File: src/rtl/mem_dump_reader_pkg.sv
// Shared definitions for the memory dump reader: FSM state encodings and byte width,
// also used by the debug unit.
package mem_dump_reader_pkg;

    localparam int BYTE_W = 8;

    typedef enum logic [2:0] {
        ST_IDLE = 3'd0,
        ST_READ = 3'd1,
        ST_WAIT = 3'd2,
        ST_SEND = 3'd3,
        ST_DONE = 3'd4
    } dump_state_t;

    function automatic int bytes_per_word(input int data_width);
        return data_width / BYTE_W;
    endfunction

endpackage

File: src/rtl/mem_dump_reader_word_byte_serializer.sv
// Holds one memory word and presents it LSB byte first on a valid/ready stream.
// tx_valid is purely registered, so it never depends combinationally on ready.
module mem_dump_reader_word_byte_serializer
    import mem_dump_reader_pkg::*;
#(
    parameter int DATA_WIDTH = 32
) (
    input  logic                  clk,
    input  logic                  rst,
    input  logic                  i_load,
    input  logic [DATA_WIDTH-1:0] i_word,
    input  logic                  i_ready,
    output logic                  o_valid,
    output logic [BYTE_W-1:0]     o_data,
    output logic                  o_last,
    output logic                  o_accept
);

    localparam int NBYTES = bytes_per_word(DATA_WIDTH);
    localparam int BIDX_W = (NBYTES > 1) ? $clog2(NBYTES) : 1;

    logic [DATA_WIDTH-1:0] r_word;
    logic [BIDX_W-1:0]     r_bidx;
    logic                  r_valid;
    logic [DATA_WIDTH-1:0] w_shifted;

    assign o_accept  = r_valid && i_ready;
    assign o_last    = (r_bidx == BIDX_W'(NBYTES - 1));
    assign w_shifted = r_word >> (BYTE_W * r_bidx);
    assign o_data    = r_valid ? w_shifted[BYTE_W-1:0] : '0;
    assign o_valid   = r_valid;

    // NOTE: state registers use non-blocking assignments and clear asynchronously
    // on rst low, so every register reads its pre-edge value within the same edge.
    always_ff @(posedge clk or negedge rst) begin
        if (!rst) begin
            r_word  <= '0;
            r_bidx  <= '0;
            r_valid <= 1'b0;
        end else if (i_load) begin
            r_word  <= i_word;
            r_bidx  <= '0;
            r_valid <= 1'b1;
        end else if (o_accept) begin
            if (o_last) begin
                r_valid <= 1'b0;
            end else begin
                r_bidx <= r_bidx + BIDX_W'(1);
            end
        end
    end

endmodule

File: src/rtl/mem_dump_reader.sv
// Reads a block of consecutive memory words after a start pulse and streams them
// out byte by byte to the debug UART transmitter. Never writes memory.
module mem_dump_reader
    import mem_dump_reader_pkg::*;
#(
    parameter int DATA_WIDTH = 32,
    parameter int ADDR_WIDTH = 5
) (
    input  logic                  clk,
    input  logic                  rst,
    input  logic                  start,
    input  logic [ADDR_WIDTH-1:0] base_addr,
    input  logic [ADDR_WIDTH:0]   word_count,
    output logic [ADDR_WIDTH-1:0] mem_address,
    output logic                  mem_read_enable,
    output logic                  mem_write_enable,
    input  logic [DATA_WIDTH-1:0] mem_data,
    output logic [BYTE_W-1:0]     tx_data,
    output logic                  tx_valid,
    input  logic                  tx_ready,
    output logic                  busy,
    output logic                  done
);

    localparam int CNT_W = ADDR_WIDTH + 1;

    dump_state_t           r_state;
    dump_state_t           w_state_next;
    logic [ADDR_WIDTH-1:0] r_addr;
    logic [CNT_W-1:0]      r_count;
    logic [CNT_W-1:0]      r_idx;
    logic [CNT_W-1:0]      w_idx_next;
    logic                  w_load;
    logic                  w_accept;
    logic                  w_last;
    logic                  w_word_done;

    assign w_idx_next  = r_idx + CNT_W'(1);
    assign w_word_done = w_accept && w_last;
    assign w_load      = (r_state == ST_WAIT);

    assign mem_address      = r_addr;
    assign mem_read_enable  = (r_state == ST_READ);
    assign mem_write_enable = 1'b0;
    assign busy             = (r_state != ST_IDLE);
    assign done             = (r_state == ST_DONE);

    always_ff @(posedge clk or negedge rst) begin
        if (!rst) begin
            r_state <= ST_IDLE;
        end else begin
            r_state <= w_state_next;
        end
    end

    // NOTE: next state gets its default before the case so no path leaves it
    // unassigned, which would otherwise infer a latch.
    always_comb begin
        w_state_next = r_state;
        case (r_state)
            ST_IDLE: begin
                if (start) begin
                    w_state_next = (word_count == '0) ? ST_DONE : ST_READ;
                end
            end
            ST_READ: w_state_next = ST_WAIT;
            ST_WAIT: w_state_next = ST_SEND;
            ST_SEND: begin
                if (w_word_done) begin
                    w_state_next = (w_idx_next == r_count) ? ST_DONE : ST_READ;
                end
            end
            ST_DONE: w_state_next = ST_IDLE;
            default: w_state_next = ST_IDLE;
        endcase
    end

    // r_addr tracks base+idx and is only moved when another READ follows,
    // so the last driven address is held between reads and after the dump.
    always_ff @(posedge clk or negedge rst) begin
        if (!rst) begin
            r_addr  <= '0;
            r_count <= '0;
            r_idx   <= '0;
        end else begin
            if (r_state == ST_IDLE && start) begin
                r_count <= word_count;
                r_idx   <= '0;
                if (word_count != '0) begin
                    r_addr <= base_addr;
                end
            end
            if (r_state == ST_SEND && w_word_done) begin
                r_idx <= w_idx_next;
                if (w_idx_next != r_count) begin
                    r_addr <= r_addr + ADDR_WIDTH'(1);
                end
            end
        end
    end

    mem_dump_reader_word_byte_serializer #(
        .DATA_WIDTH(DATA_WIDTH)
    ) u_serializer (
        .clk     (clk),
        .rst     (rst),
        .i_load  (w_load),
        .i_word  (mem_data),
        .i_ready (tx_ready),
        .o_valid (tx_valid),
        .o_data  (tx_data),
        .o_last  (w_last),
        .o_accept(w_accept)
    );

endmodule

File: config.mk
export PLATFORM = sky130hd
export DESIGN_NAME = mem_dump_reader
export DESIGN_NICKNAME = d
export VERILOG_FILES = /design/src/rtl/mem_dump_reader_pkg.sv /design/src/rtl/mem_dump_reader_word_byte_serializer.sv /design/src/rtl/mem_dump_reader.sv
export SDC_FILE = /design/constraint.sdc
export NUM_CORES = 1
export LEC_CHECK = 0
export ABC_CLOCK_PERIOD_IN_PS = 2630
export CORE_MARGIN = 2
export CORE_UTILIZATION = 42
export DETAILED_ROUTE_END_ITERATION = 8
export GPL_TIMING_DRIVEN = 0
export PLACE_DENSITY = 0.67
export SYNTH_ARGS = -nofsm -noshare
export SYNTH_HDL_FRONTEND = slang
export SYNTH_SLANG_ARGS = --single-unit
File: constraint.sdc
create_clock -name clk -period 2.63 [get_ports clk]
set_input_delay 0.789 -clock clk [delete_from_list [all_inputs] [get_ports clk]]
set_output_delay 0.789 -clock clk [all_outputs]
set_load 0.03 [all_outputs]
==> flow_summary.ini, run 1 <==
[yosys]
synthArstFlopShare = 1.00
synth_ff_type = dfrtp_1
synth-edff-count = 0
synth_nets = 265
ys_types = 46
avgSynthCellArea_sq_um = 12.6
synth-seq-cells = 55
yosysWarnings = 0
synth_area_sq_um = 2710
seq_area_frac_synth = 0.507
syn_inst = 215

[placement]
place_congestion = 0.758
io_buffers = 63
place_area_sq_um = 3460
dp_hpwl_um = 4110

[pwr]
swShare = 0.362
vdd_drop_max_mv = 0.663
sequentialPowerShare = 0.389
p_int_mw = 2.42
p_total_mw = 3.80
power.leakage_nw = 1.52
power.density_nw_per_um2 = 1060
clockPowerShare = 0.154
switchingPower_mw = 1.37
combPwrFrac = 0.457

[critical_path]
cp.required_ps = 1840
timing.rr.end = mem_address[2]
max_stage_delay_ps = 490
reg2regPathDepth = 7
crit_fanout = 5
cp-start-kind = register
critPathKind = reg2out
critical_path.startpoint = u_serializer.r_bidx[0]
cp-end-kind = output pin
endpoint = tx_data[1]
arrival_ps = 1740
worstPathCellList = buf_8, mux4_2, and2_1, buf_2
r2r-start = r_idx[0]
cpMaxStageDelayCell = mux4_2
rrSetupSlack_ps = 550

[clock_network]
cts_tree = built
cts.reportedPaths.clkPinSlew_ps = 110
numCtsBuffers = 5
clockBufferDepth = 2
cts-root-buf = clkbuf_8
post-cts-setup-buffers = 0
holdBufCountCts = 0
clkLatencyLatePin_ps = 310
cts.sinks = 55
cts_max_level = 2

[finish]
layout_commonest_cell = dfrtp_1
syn_to_final_growth_pct = 31.6
drive_above_1_share = 0.265
num_antenna_cells = 0
finalNetCount = 336
fillers = 557
seq_area_sq_um = 1380
mostFrequentLayoutCells = dfrtp_1, clkdlybuf4s50_1, mux2_2, buf_2
final_area_sq_um = 3570
multiInputGateArea_sq_um = 1270

[worst_hold_path]
hold_class = in2async

[timing]
slew_headroom = 0.585
setup_tns_ps = 0
min_period_ps = 2530
finalHoldViolations = 0
period_share = 0.960
holdWs_ps = 394
finalMaxSlewViolations = 0
fmax_mhz = 396
rsz0062_at_grt = false
clock_skew_ps = 8.84
setup_viol = 0
worst_slew_pin_slew_ps = 620

[floorplan]
coreArea_sq_um = 6310
die_h_um = 84.4
ioPinCount = 65
die_w_um = 84.4
fp.dieArea_sq_um = 7120
rows = 29
start_util = 0.430

[route]
post_drt_wl_per_cell_um = 15.8
vias = 1895
drt-pass1-iter-count = 4
totalWireLength_um = 5770
routed_via_density = 5.21
drc = 0
ant_nets = 0
drtIter0Drc = 68

[status]
status = complete, no violations

[global_route]
grt_pass1_wl_um = 9540
grt_max_degree = 40
gr-total-overflow = 0
grtUsageTotal = 0.167
antenna_found_initial = 0
grt_pass1_vias = 1933

[flow_run]
cap_violations = 0
==> what timing repair did <==
| action | CTS | global route |
|---|---|---|
| gates cloned | 0 | 1 |
| setup endpoints to repair | 11 | 9 |
| resized for setup | 31 | 18 |
| endpoints found under the hold margin | 0 | 0 |
==> sequential cells by signal, indices dropped and copies added (netlist names) <==
| signal | flops |
|---|---|
| u_serializer.r_word | 32 |
| r_count | 6 |
| r_idx | 6 |
| mem_address | 5 |
| r_state | 3 |
| u_serializer.r_bidx | 2 |
| u_serializer.o_valid | 1 |
==> how the worst min path moves through the flow <==
stage | start | end | slack, ps | depth (start not counted)
finish | rst | r_count[1] | 390 | 1
floorplan | u_serializer.r_word[24] | u_serializer.r_word[24] | 450 | 1
global route | rst | u_serializer.r_word[13] | 420 | 1
CTS | rst | r_count[1] | 410 | 1
global placement | u_serializer.r_word[24] | u_serializer.r_word[24] | 460 | 1
detailed placement | u_serializer.r_word[28] | u_serializer.r_word[28] | 470 | 1
==> layer usage <==
metal  track usage  wire length, um  up-vias
li1              -                -      926
met1         0.222             2670      918
met2         0.282             2740       46
met3        0.0393              324        5
met4        0.0346               36        0
met5             0                0        -
==> synth_stat cells (all sizes together), types with 4 or more instances <==
library cell	n	area, sq um
dfrtp	55	1380
clkbuf	6	22.5
nor3b	5	42.5
mux4	8	180
buf	6	38.8
nor2	7	26.3
xor2	6	52.6
o22ai	4	25.0
mux2	38	428
xnor2	5	43.8
and2	8	50.1
o21ai	7	35.0
nand2	9	33.8
nand3	9	45.0
a21oi	5	28.8
==> metrics by stage <==
step	cells	worst slack (ps)	util
final	364	104	0.566
after global routing	364	19.4	0.566
after CTS	364	-17.3	0.570
after floorplan	215	484	-
after global placement	355	-1070	0.545
after detailed placement	356	-131	0.547
==> power groups by stage <==
stage	Clock, mW	Combinational (mW)	Sequential [mW]
finish	0.585	1.74	1.48
global placement	0	1.76	1.46
CTS	0.600	1.79	1.46
detailed placement	0	1.79	1.47
global route	0.637	1.89	1.53
floorplan	0	1.18	1.49
==> cell families (layout without fill, tap and decap cells) <==
logic type      count (synthesis)  count (layout)  synth area share
fa+ha+maj                       3               3            0.0138
buf+inv                        15              87            0.0267
flops                          55              55             0.507
simple gates                   55              55             0.115
compound gates                 28              28            0.0728
xor+xnor                       11              11            0.0355
mux                            47              47             0.228
other cells                     1               1           0.00138
==> cell type report <==
class                      instances  share of cell area
clock buffer                       5              0.0193
timing repair buffer              65               0.177
clock inverter                     3              0.0133
buffer                            11              0.0193
tap                               77              0.0270
inverter                           3             0.00315
sequential                        55               0.386
multi-input combinational        145               0.356
==> worst max-delay path, delay by kind of cell, from the launching register on <==
kind | cells | cell delay, ps
simple gates | 1 | 180
mux | 1 | 490
flops | 1 | 440
buf+inv | 2 | 330
No activity file was read; power rests on OpenSTA's default activity.
==> run 2: changes to the inputs <==
--- a/config.mk
+++ b/config.mk
@@ -6,6 +6,7 @@
 export NUM_CORES = 1
 export LEC_CHECK = 0
 export ABC_CLOCK_PERIOD_IN_PS = 2630
+export CAP_MARGIN = 20
 export CORE_MARGIN = 2
 export CORE_UTILIZATION = 42
 export DETAILED_ROUTE_END_ITERATION = 8
==> results of run 2 <==
The final DEF is identical to that of run 1; final timing and power are the same.
